File: src/rtl/rf_write_arbiter_pkg.sv
// Shared defaults, write-port payload type and sizing helper for the
// register-file write arbiter.
package rf_pkg;

    localparam int RF_DATA_WIDTH = 32;
    localparam int RF_NUM_REGS   = 32;
    localparam int RF_ADDR_WIDTH = $clog2(RF_NUM_REGS);

    typedef struct packed {
        logic [RF_ADDR_WIDTH-1:0] addr;
        logic [RF_DATA_WIDTH-1:0] data;
    } rf_wr_t;

    // Index width that stays >= 1 even for a single requester.
    function automatic int idx_width(input int n);
        return (n > 1) ? $clog2(n) : 1;
    endfunction

endpackage

File: src/rtl/rf_write_arbiter_if.sv
// Requester-side bus plus RF write-port bus of the write arbiter.
interface rf_write_arbiter_if
    import rf_pkg::*;
#(
    parameter int NUM_REQ     = 4,
    parameter int WRITE_PORTS = 1,
    parameter int DATA_WIDTH  = RF_DATA_WIDTH,
    parameter int ADDR_WIDTH  = RF_ADDR_WIDTH
) ();

    logic [NUM_REQ-1:0]                         req_valid;
    logic [NUM_REQ-1:0][ADDR_WIDTH-1:0]         req_addr;
    logic [NUM_REQ-1:0][DATA_WIDTH-1:0]         req_data;
    logic [NUM_REQ-1:0]                         req_ready;
    logic                                       hold;
    logic [WRITE_PORTS-1:0]                     write_reg_enable;
    logic [WRITE_PORTS-1:0][ADDR_WIDTH-1:0]     write_addrs;
    logic [WRITE_PORTS-1:0][DATA_WIDTH-1:0]     write_data;

    modport master (
        output req_valid, req_addr, req_data, hold,
        input  req_ready, write_reg_enable, write_addrs, write_data
    );

    modport slave (
        input  req_valid, req_addr, req_data, hold,
        output req_ready, write_reg_enable, write_addrs, write_data
    );

endinterface

File: src/rtl/rf_write_arbiter_pick.sv
// Combinational round-robin picker: grants up to WRITE_PORTS valid requests
// starting at i_rr_ptr, skipping requests whose nonzero address is already granted.
module rr_multi_pick
    import rf_pkg::*;
#(
    parameter int NUM_REQ     = 4,
    parameter int WRITE_PORTS = 1,
    parameter int ADDR_WIDTH  = RF_ADDR_WIDTH,
    localparam int IDX_W      = idx_width(NUM_REQ),
    localparam int CNT_W      = $clog2(WRITE_PORTS + 1)
) (
    input  logic [NUM_REQ-1:0]                  i_valid,
    input  logic [NUM_REQ-1:0][ADDR_WIDTH-1:0]  i_addr,
    input  logic [IDX_W-1:0]                    i_rr_ptr,
    output logic [NUM_REQ-1:0]                  o_grant,
    output logic [WRITE_PORTS-1:0]              o_port_valid,
    output logic [WRITE_PORTS-1:0][IDX_W-1:0]   o_port_src,
    output logic                                o_any,
    output logic [IDX_W-1:0]                    o_next_ptr
);

    always_comb begin
        logic [IDX_W:0]   sum;
        logic [IDX_W-1:0] idx;
        logic [IDX_W-1:0] last;
        logic [CNT_W-1:0] n_grant;
        logic             clash;

        o_grant      = '0;
        o_port_valid = '0;
        o_port_src   = '0;
        sum          = '0;
        idx          = '0;
        last         = '0;
        n_grant      = '0;
        clash        = 1'b0;

        for (int unsigned k = 0; k < NUM_REQ; k++) begin
            sum = {1'b0, i_rr_ptr} + (IDX_W+1)'(k);
            if (sum >= (IDX_W+1)'(NUM_REQ))
                sum = sum - (IDX_W+1)'(NUM_REQ);
            idx = sum[IDX_W-1:0];

            // x0 never conflicts: its enable is masked downstream anyway.
            clash = 1'b0;
            for (int unsigned p = 0; p < WRITE_PORTS; p++) begin
                if (CNT_W'(p) < n_grant && i_addr[idx] != '0 &&
                    i_addr[o_port_src[p]] == i_addr[idx])
                    clash = 1'b1;
            end

            if (i_valid[idx] && n_grant < CNT_W'(WRITE_PORTS) && !clash) begin
                o_grant[idx] = 1'b1;
                for (int unsigned p = 0; p < WRITE_PORTS; p++) begin
                    if (CNT_W'(p) == n_grant) begin
                        o_port_valid[p] = 1'b1;
                        o_port_src[p]   = idx;
                    end
                end
                last    = idx;
                n_grant = n_grant + CNT_W'(1);
            end
        end

        o_any      = (n_grant != '0);
        o_next_ptr = (last == IDX_W'(NUM_REQ - 1)) ? '0 : last + IDX_W'(1);
    end

endmodule

File: src/rtl/rf_write_arbiter.sv
// Shares the RF write ports among writeback requesters: round-robin grant,
// registered write ports, x0 writes granted but never enabled.
module rf_write_arbiter
    import rf_pkg::*;
#(
    parameter int DATA_WIDTH  = RF_DATA_WIDTH,
    parameter int NUM_REGS    = RF_NUM_REGS,
    parameter int ADDR_WIDTH  = $clog2(NUM_REGS),
    parameter int NUM_REQ     = 4,
    parameter int WRITE_PORTS = 1
) (
    input  logic              clk,
    input  logic              rst,
    rf_write_arbiter_if.slave bus
);

    localparam int IDX_W = idx_width(NUM_REQ);

    logic [NUM_REQ-1:0]                     w_valid;
    logic [NUM_REQ-1:0]                     w_grant;
    logic [WRITE_PORTS-1:0]                 w_port_valid;
    logic [WRITE_PORTS-1:0][IDX_W-1:0]      w_port_src;
    logic                                   w_any;
    logic [IDX_W-1:0]                       w_next_ptr;

    logic [IDX_W-1:0]                       r_rr_ptr;
    logic [WRITE_PORTS-1:0]                 r_wr_en;
    logic [WRITE_PORTS-1:0][ADDR_WIDTH-1:0] r_wr_addr;
    logic [WRITE_PORTS-1:0][DATA_WIDTH-1:0] r_wr_data;

    // Gating valids before the picker keeps ready low under reset/hold.
    assign w_valid = (rst || bus.hold) ? '0 : bus.req_valid;

    rr_multi_pick #(
        .NUM_REQ     (NUM_REQ),
        .WRITE_PORTS (WRITE_PORTS),
        .ADDR_WIDTH  (ADDR_WIDTH)
    ) u_pick (
        .i_valid      (w_valid),
        .i_addr       (bus.req_addr),
        .i_rr_ptr     (r_rr_ptr),
        .o_grant      (w_grant),
        .o_port_valid (w_port_valid),
        .o_port_src   (w_port_src),
        .o_any        (w_any),
        .o_next_ptr   (w_next_ptr)
    );

    assign bus.req_ready = w_grant;

    always_ff @(posedge clk) begin
        if (rst) begin
            r_rr_ptr  <= '0;
            r_wr_en   <= '0;
            r_wr_addr <= '0;
            r_wr_data <= '0;
        end else begin
            for (int unsigned p = 0; p < WRITE_PORTS; p++) begin
                r_wr_en[p] <= w_port_valid[p] && (bus.req_addr[w_port_src[p]] != '0);
                if (w_port_valid[p]) begin
                    r_wr_addr[p] <= bus.req_addr[w_port_src[p]];
                    r_wr_data[p] <= bus.req_data[w_port_src[p]];
                end
            end
            if (w_any)
                r_rr_ptr <= w_next_ptr;
        end
    end

    assign bus.write_reg_enable = r_wr_en;
    assign bus.write_addrs      = r_wr_addr;
    assign bus.write_data       = r_wr_data;

endmodule

File: src/flat_wrapper.sv
// flat-port wrapper written by rule: the top's interface ports become plain ports
module rf_write_arbiter_flat import rf_pkg::*;
#(
    parameter int DATA_WIDTH  = RF_DATA_WIDTH,
    parameter int NUM_REGS    = RF_NUM_REGS,
    parameter int ADDR_WIDTH  = $clog2(NUM_REGS),
    parameter int NUM_REQ     = 4,
    parameter int WRITE_PORTS = 1
)
  (clk, rst, bus_req_valid, bus_req_addr, bus_req_data, bus_hold, bus_req_ready, bus_write_reg_enable, bus_write_addrs, bus_write_data);
  rf_write_arbiter_if #(.NUM_REQ(NUM_REQ), .WRITE_PORTS(WRITE_PORTS), .DATA_WIDTH(DATA_WIDTH), .ADDR_WIDTH(ADDR_WIDTH)) bus_i ();
  input  logic clk;
  input  logic rst;
  input wire logic [$bits(bus_i.req_valid)-1:0] bus_req_valid;
  input wire logic [$bits(bus_i.req_addr)-1:0] bus_req_addr;
  input wire logic [$bits(bus_i.req_data)-1:0] bus_req_data;
  input wire logic [$bits(bus_i.hold)-1:0] bus_hold;
  output wire logic [$bits(bus_i.req_ready)-1:0] bus_req_ready;
  output wire logic [$bits(bus_i.write_reg_enable)-1:0] bus_write_reg_enable;
  output wire logic [$bits(bus_i.write_addrs)-1:0] bus_write_addrs;
  output wire logic [$bits(bus_i.write_data)-1:0] bus_write_data;
  assign bus_i.req_valid = bus_req_valid;
  assign bus_i.req_addr = bus_req_addr;
  assign bus_i.req_data = bus_req_data;
  assign bus_i.hold = bus_hold;
  assign bus_req_ready = bus_i.req_ready;
  assign bus_write_reg_enable = bus_i.write_reg_enable;
  assign bus_write_addrs = bus_i.write_addrs;
  assign bus_write_data = bus_i.write_data;
  rf_write_arbiter #(.DATA_WIDTH(DATA_WIDTH), .NUM_REGS(NUM_REGS), .ADDR_WIDTH(ADDR_WIDTH), .NUM_REQ(NUM_REQ), .WRITE_PORTS(WRITE_PORTS)) u_core (.clk(clk), .rst(rst), .bus(bus_i));
endmodule
File: config.mk
export PLATFORM = sky130hd
export DESIGN_NAME = rf_write_arbiter_flat
export DESIGN_NICKNAME = d
export VERILOG_FILES = /design/src/rtl/rf_write_arbiter_pkg.sv /design/src/rtl/rf_write_arbiter_if.sv /design/src/rtl/rf_write_arbiter_pick.sv /design/src/rtl/rf_write_arbiter.sv /design/src/flat_wrapper.sv
export SDC_FILE = /design/constraint.sdc
export NUM_CORES = 1
export LEC_CHECK = 0
export CORE_MARGIN = 2
export CORE_UTILIZATION = 40
export DETAILED_ROUTE_END_ITERATION = 6
export GPL_ROUTABILITY_DRIVEN = 0
export PLACE_DENSITY = 0.87
export SYNTH_ARGS = -nofsm -noshare
export SYNTH_HDL_FRONTEND = slang
export SYNTH_SLANG_ARGS = --single-unit
File: constraint.sdc
create_clock -name clk -period 10.89 [get_ports clk]
set_input_delay 2.7225 -clock clk [delete_from_list [all_inputs] [get_ports clk]]
set_output_delay 2.7225 -clock clk [all_outputs]
set_load 0.02 [all_outputs]
# Word level (Yosys, flattened, before mapping)
# Index checks and enable logic that the tools add are counted.
[classes] order_cmp=22 addsub=11 eq_ne=4 n_shift=0 multipliers=0 div_mod_pow=0 n_reduce_logical=25 n_bitwise=3 n_mux=64
[ops] op="binary-select mux 5 bit (select 2 bit)" count=7
[ops] op="binary-select mux 32 bit (select 2 bit)" count=1
[ops] op="two-way mux 5 bit" count=7
[ops] op="two-way mux 32 bit" count=1
[ops] op="two-way mux 2 bit" count=15
[ops] op="< comparator 2 x 3 -> 1 bit, second input constant" count=8
[ops] op="two-way mux 1 bit" count=20
[ops] op="two-way mux 4 bit" count=5
[ops] op="nonzero test 5 bit" count=4
[ops] op="logical AND 1 bit" count=17
[ops] op="== test 5 bit" count=3
[ops] op="bitwise OR 4 bit" count=3
[ops] op=">= comparator 3 bit, second input constant" count=3
[ops] op="binary-select mux 1 bit (select 2 bit)" count=4
[ops] op="demux 1 bit (select 2 bit)" count=4
[ops] op=">= comparator 2 x 1 -> 1 bit, second input constant" count=4
[ops] op="subtractor 2 x 1 -> 2 bit, second input constant" count=4
[ops] op="adder 2 x 2 -> 3 bit, second input constant" count=2
[ops] op="adder 1 bit, second input constant" count=3
[ops] op="adder 2 x 1 -> 3 bit, second input constant" count=1
[ops] op=">= comparator 2 x 3 -> 1 bit, second input constant" count=1
[ops] op="logical NOT 1 bit" count=3
[ops] op="< comparator 1 bit, first input constant" count=3
[ops] op="< comparator 1 bit, second input constant" count=3
[ops] op="other kinds (3)" count=3
[word_totals] ramBits=0 output_inout_bits=42 input_bits=155 elab_cells=133 latch_bits=0 register_bits=40 romBits=0 n_memories=0

# Logic depth before layout (Yosys ltp)
[logic_depth] ltp_word=33 depth_mapped=13 depth_no_buf=9

# By module
# From an unflattened synthesis, not the netlist that was laid out.
[unflattened] hier_cells=270 area_unflattened_um2=3030.4
[by_module_without_submodules] module="rf_write_arbiter" instances=1 area_each_um2=2372.3 seq_area_each_um2=800.8 cells_per_inst=180
[by_module_without_submodules] module="rr_multi_pick" instances=1 area_each_um2=658.1 seq_area_each_um2=0.0 cells_per_inst=90

# Least setup slack after synthesis
# No wires, ideal clock.
[synth_timing] path_type="in2out" start="input port bus_req_valid[0]" end="output port bus_req_ready[0]" path_slack_ns=3.911 cell_stages=6 required_ns=8.168 path_buffers=1 t_arrival_ns=4.256 path_cell_list="clkbuf_1 -> or3b_1 -> a2111o_1 -> a21oi_1 -> a22oi_1 -> o21ai_0"
[synth_via] elab_chain_cells=28 elab_cells_between_ends=59 cone_classes="add/sub (2); order compare (6); eq/ne (3); mux (30); bitwise (3); reduce/logical (15)"
[synth_lines] element="start, declared" line_no="flat_wrapper.sv:14" source="input wire logic [$bits(bus_i.req_valid)-1:0] bus_req_valid;"
[synth_lines] element="two-way mux 4 bit (*)" line_no="rf_write_arbiter.sv:32" source="assign w_valid = (rst || bus.hold) ? '0 : bus.req_valid;"
[synth_lines] element="binary-select mux 1 bit (select 2 bit)" line_no="rf_write_arbiter_pick.sv:52" source="if (i_valid[idx] && n_grant < CNT_W'(WRITE_PORTS) && !clash) begin"
[synth_lines] element="two-way mux 1 bit (implied by the code)" line_no="rf_write_arbiter_pick.sv:52"
[synth_lines] element="two-way mux 2 bit" line_no="rf_write_arbiter_pick.sv:52"
[synth_lines] element="binary-select mux 5 bit (select 2 bit)" line_no="rf_write_arbiter_pick.sv:48" source="i_addr[o_port_src[p]] == i_addr[idx])"
[synth_lines] element="two-way mux 5 bit (implied by the code)" line_no="rf_write_arbiter_pick.sv:48"
[synth_lines] element="== test 5 bit" line_no="rf_write_arbiter_pick.sv:48"
[synth_lines] element="logical AND 1 bit" line_no="rf_write_arbiter_pick.sv:47" source="if (CNT_W'(p) < n_grant && i_addr[idx] != '0 &&"
[synth_lines] element="(+12 left out)"
[synth_lines] element="binary-select mux 5 bit (select 2 bit)" line_no="rf_write_arbiter_pick.sv:48"
[synth_lines] element="two-way mux 5 bit (implied by the code)" line_no="rf_write_arbiter_pick.sv:48"
[synth_lines] element="== test 5 bit" line_no="rf_write_arbiter_pick.sv:48"
[synth_lines] element="logical AND 1 bit" line_no="rf_write_arbiter_pick.sv:47"
[synth_lines] element="two-way mux 1 bit" line_no="rf_write_arbiter_pick.sv:47"
[synth_lines] element="logical NOT 1 bit" line_no="rf_write_arbiter_pick.sv:52"
[synth_lines] element="logical AND 1 bit" line_no="rf_write_arbiter_pick.sv:52"
[synth_lines] element="two-way mux 4 bit (*)" line_no="rf_write_arbiter_pick.sv:52"
[synth_lines] element="end, declared" line_no="flat_wrapper.sv:18" source="output wire logic [$bits(bus_i.req_ready)-1:0] bus_req_ready;"
# Mark *: on every way between the ends. The rest lies on a longest branch, timed or not. The select of a mux whose other input is x is not followed.

# Worst setup path after layout
[layout_timing] start="input port rst" end="output port bus_req_ready[0]"
[layout_via] elab_chain_cells=29 elab_cells_between_ends=60 cone_classes="add/sub (2); order compare (6); eq/ne (3); mux (30); bitwise (3); reduce/logical (16)"
[layout_lines] element="start, declared" line_no="flat_wrapper.sv:13" source="input logic rst;"
[layout_lines] element="logical OR 1 bit (*)" line_no="rf_write_arbiter.sv:32"
[layout_lines] element="two-way mux 4 bit (*)" line_no="rf_write_arbiter.sv:32"
[layout_lines] element="binary-select mux 1 bit (select 2 bit)" line_no="rf_write_arbiter_pick.sv:52"
[layout_lines] element="two-way mux 1 bit (implied by the code)" line_no="rf_write_arbiter_pick.sv:52"
[layout_lines] element="two-way mux 2 bit" line_no="rf_write_arbiter_pick.sv:52"
[layout_lines] element="binary-select mux 5 bit (select 2 bit)" line_no="rf_write_arbiter_pick.sv:48"
[layout_lines] element="two-way mux 5 bit (implied by the code)" line_no="rf_write_arbiter_pick.sv:48"
[layout_lines] element="== test 5 bit" line_no="rf_write_arbiter_pick.sv:48"
[layout_lines] element="(+13 left out)"
[layout_lines] element="binary-select mux 5 bit (select 2 bit)" line_no="rf_write_arbiter_pick.sv:48"
[layout_lines] element="two-way mux 5 bit (implied by the code)" line_no="rf_write_arbiter_pick.sv:48"
[layout_lines] element="== test 5 bit" line_no="rf_write_arbiter_pick.sv:48"
[layout_lines] element="logical AND 1 bit" line_no="rf_write_arbiter_pick.sv:47"
[layout_lines] element="two-way mux 1 bit" line_no="rf_write_arbiter_pick.sv:47"
[layout_lines] element="logical NOT 1 bit" line_no="rf_write_arbiter_pick.sv:52"
[layout_lines] element="logical AND 1 bit" line_no="rf_write_arbiter_pick.sv:52"
[layout_lines] element="two-way mux 4 bit (*)" line_no="rf_write_arbiter_pick.sv:52"
# Marks and branches as above.

==> results.sh <==
export IMPL_grt_pass1_vias=3496
export IMPL_wl_um=10600
export IMPL_fin_cells=636
export IMPL_async_flop_share_pct=0
export IMPL_yosysWarningCount=0
export IMPL_groute_usage_overall_pct=22.5
export IMPL_fin_nets=690
export IMPL_cap_violations=0
export IMPL_rr_startpoint="u_core.r_rr_ptr[0]"
export IMPL_synth_seq_cells=40
export IMPL_critPathBufInv=2
export IMPL_syn_area_um2=3350
export IMPL_syn_inst=359
export IMPL_numCtsBuffers=5
export IMPL_cts_buffer_depth=2
export IMPL_vias=3439
export IMPL_root_buffer="clkbuf_8"
export IMPL_max_stage_delay_ns=1.03
export IMPL_period_share_pct=79.4
export IMPL_diodes=0
export IMPL_insertion_delay_ns=0.29
export IMPL_skew_ns=0.00503
export IMPL_hold_buffers=0
export IMPL_drv_slew=0
export IMPL_grt_overflow_total=0
export IMPL_post_cts_resize_count=0
export IMPL_dpl_cell_count=628
export IMPL_outcome="completed"
export IMPL_endpoint_kind="output pin"
export IMPL_p_leak_nw=1.85
export IMPL_timing_final_hold_violations=0
export IMPL_arrival_ns=5.93
export IMPL_p_per_area_nw_per_um2=93.6
export IMPL_ir_drop_mv=0.0633
export IMPL_htreeDepth=2
export IMPL_worst_slack_ns=2.24
export IMPL_holdWs_ns=0.486
export IMPL_min_delay_start="u_core.bus.write_data[10]"
export IMPL_io_pins=197
export IMPL_start_util_pct=41.0
export IMPL_holdCritPathClass="register to register"
export IMPL_finalSetupViolCount=0
export IMPL_crit_start="rst"
export IMPL_worst_pin_slew_ns=1.19
export IMPL_drive_above_1_share_pct=10.5
export IMPL_wl_per_cell_um=16.7
export IMPL_io_buffers=196
export IMPL_rsz0062_at_grt="no"
export IMPL_cp_top_family="buffers and inverters"
export IMPL_synth_edff_count=0
export IMPL_clk_pin_slew_ns=0.09
export IMPL_crit_path_start_kind="input pin"
export IMPL_path_max_fanout=41
export IMPL_seq_area_frac_synth_pct=23.9
export IMPL_antenna_found_initial=0
export IMPL_core_area_um2=8180
export IMPL_path_class="input pin to output pin"
export IMPL_num_rows=33
export IMPL_drtIter0Drc=145
export IMPL_yosys_cell_types_count=49
export IMPL_slowest_stage="clkdlybuf4s50_1"
export IMPL_ant_nets=0
export IMPL_post_cts_buffers=0
export IMPL_slew_headroom_pct=20.6
export IMPL_area_growth_synth_to_final_pct=61.3
export IMPL_grt_max_degree=79
export IMPL_cts_tree="done"
export IMPL_cpMostUsedCell="clkdlybuf4s50_1"
export IMPL_dp_hpwl_um=8300
export IMPL_crit_path_cell_trace="clkdlybuf4s50_1 > or2_2 > a211oi_1 > a31oi_1 > o21ai_0 > clkdlybuf4s50_1"
export IMPL_grt_pass1_wl_um=16200
export IMPL_tns_ns=0
export IMPL_syn_nets=519
export IMPL_clkSinkCount=40
export IMPL_die_area_um2=9130
export IMPL_synth_area_per_cell_um2=9.34
export IMPL_min_period_ns=8.65
export IMPL_vias_per_cell=5.41
export IMPL_post_place_ws_ns=2.24
export IMPL_drc=0
export IMPL_die_height_um=95.5
export IMPL_crit_required_ns=8.17
export IMPL_fmax_mhz=116
export IMPL_die_w_um=95.5
export IMPL_synth_ff_type="dfxtp_1"
export IMPL_first_pass_iters=4
-- kinds of logic after synthesis --
family	after synthesis	synth area share (%)
multiplexers	118	38.6
AO/OA/AOI/OAI	79	14.6
AND/OR/NAND/NOR	79	15.6
flip-flops	40	23.9
buffers and inverters	38	5.56
adder cells (fa/ha/maj)	5	1.87
-- metal layers --
layer  track usage (%)  wire length [µm]
met4              7.62               233
met1              25.2              4020
met3              6.96               846
met2              40.3              5520
met5                 0                 0
-- placed cells by master, fill, tap and decap left out, types with 3 or more instances in the layout --
master / instances
and3_1: 5
o21ai_0: 38
o21ai_1: 8
clkdlybuf4s50_1: 196
mux4_2: 3
a21oi_1: 6
mux2_4: 7
inv_1: 4
nor2b_1: 4
o211a_1: 3
nand3b_1: 38
mux2_2: 30
a22oi_1: 4
nor3_1: 5
mux2i_1: 77
ha_1: 5
clkbuf_8: 5
dfxtp_1: 40
nor2_1: 10
a31oi_1: 4
-- worst paths after layout --
| path | to | slack [ns] | cells past startpoint |
|---|---|---|---|
| setup / recovery | bus_req_ready[0] | 2.24 | 6 |
| hold reg to reg | u_core.bus.write_data[10] | 0.49 | 2 |
| hold / removal | u_core.bus.write_data[10] | 0.49 | 2 |
| setup reg to reg | u_core.bus.write_addrs[4] | 6.42 | 9 |
-- cell usage after synthesis, drive strengths merged (2+ instances only) --
library cell / number / area, µm²
nand3: 2 / 10.0
nand2: 2 / 7.51
nand3b: 38 / 285
mux2: 38 / 454
mux4: 3 / 67.6
or4: 2 / 15.0
o21ai: 46 / 230
o211a: 3 / 30.0
mux2i: 77 / 771
dfxtp: 40 / 801
nor2: 10 / 37.5
buf: 15 / 100
or2: 2 / 12.5
a31oi: 4 / 25.0
inv: 4 / 15.0
a21o: 2 / 15.0
ha: 5 / 62.6
nor3b: 2 / 15.0
and3: 5 / 31.3
nor3: 5 / 25.0
clkbuf: 19 / 71.3
a211oi: 2 / 15.0
nor2b: 4 / 25.0
a21oi: 6 / 30.0
nand2b: 2 / 12.5
a22oi: 5 / 42.5
-- report_power, final --
part | switching, mW | total (mW) | internal [mW]
registers | 0.00946 | 0.170 | 0.161
clock network | 0.0565 | 0.126 | 0.0691
logic | 0.0874 | 0.210 | 0.123
total | 0.153 | 0.506 | 0.352
-- layout make-up --
class                   count  area (µm²)
repair buffers            198        1980
clock buffers               5        68.8
clock inverters             3        46.3
well taps                 105         131
multi-input cells         281        2370
flip-flops and latches     40         801
fillers                   686        2770
inverters                   4        15.0
-- stage by stage --
step	utilization (%)	total power [mW]	instance area (µm²)
global route	66.1	0.533	5410
floorplan	-	0.281	3350
finish	66.1	0.506	5410
detailed placement	64.7	0.383	5290
CTS	66.1	0.511	5410
global placement	64.7	0.378	5290
-- tightest hold or removal path, stage by stage, from the launching register on --
cell and delay, ns:
dfxtp_1 0.32, nand3b_1 0.07, o21ai_1 0.06
-- sequential cells by signal, indices dropped and copies added (netlist names) --
name and flops:
u_core.r_rr_ptr 2, u_core.bus.write_data 32, u_core.bus.write_reg_enable 1, u_core.bus.write_addrs 5
Note: power is estimated with default switching activity, not from simulation.
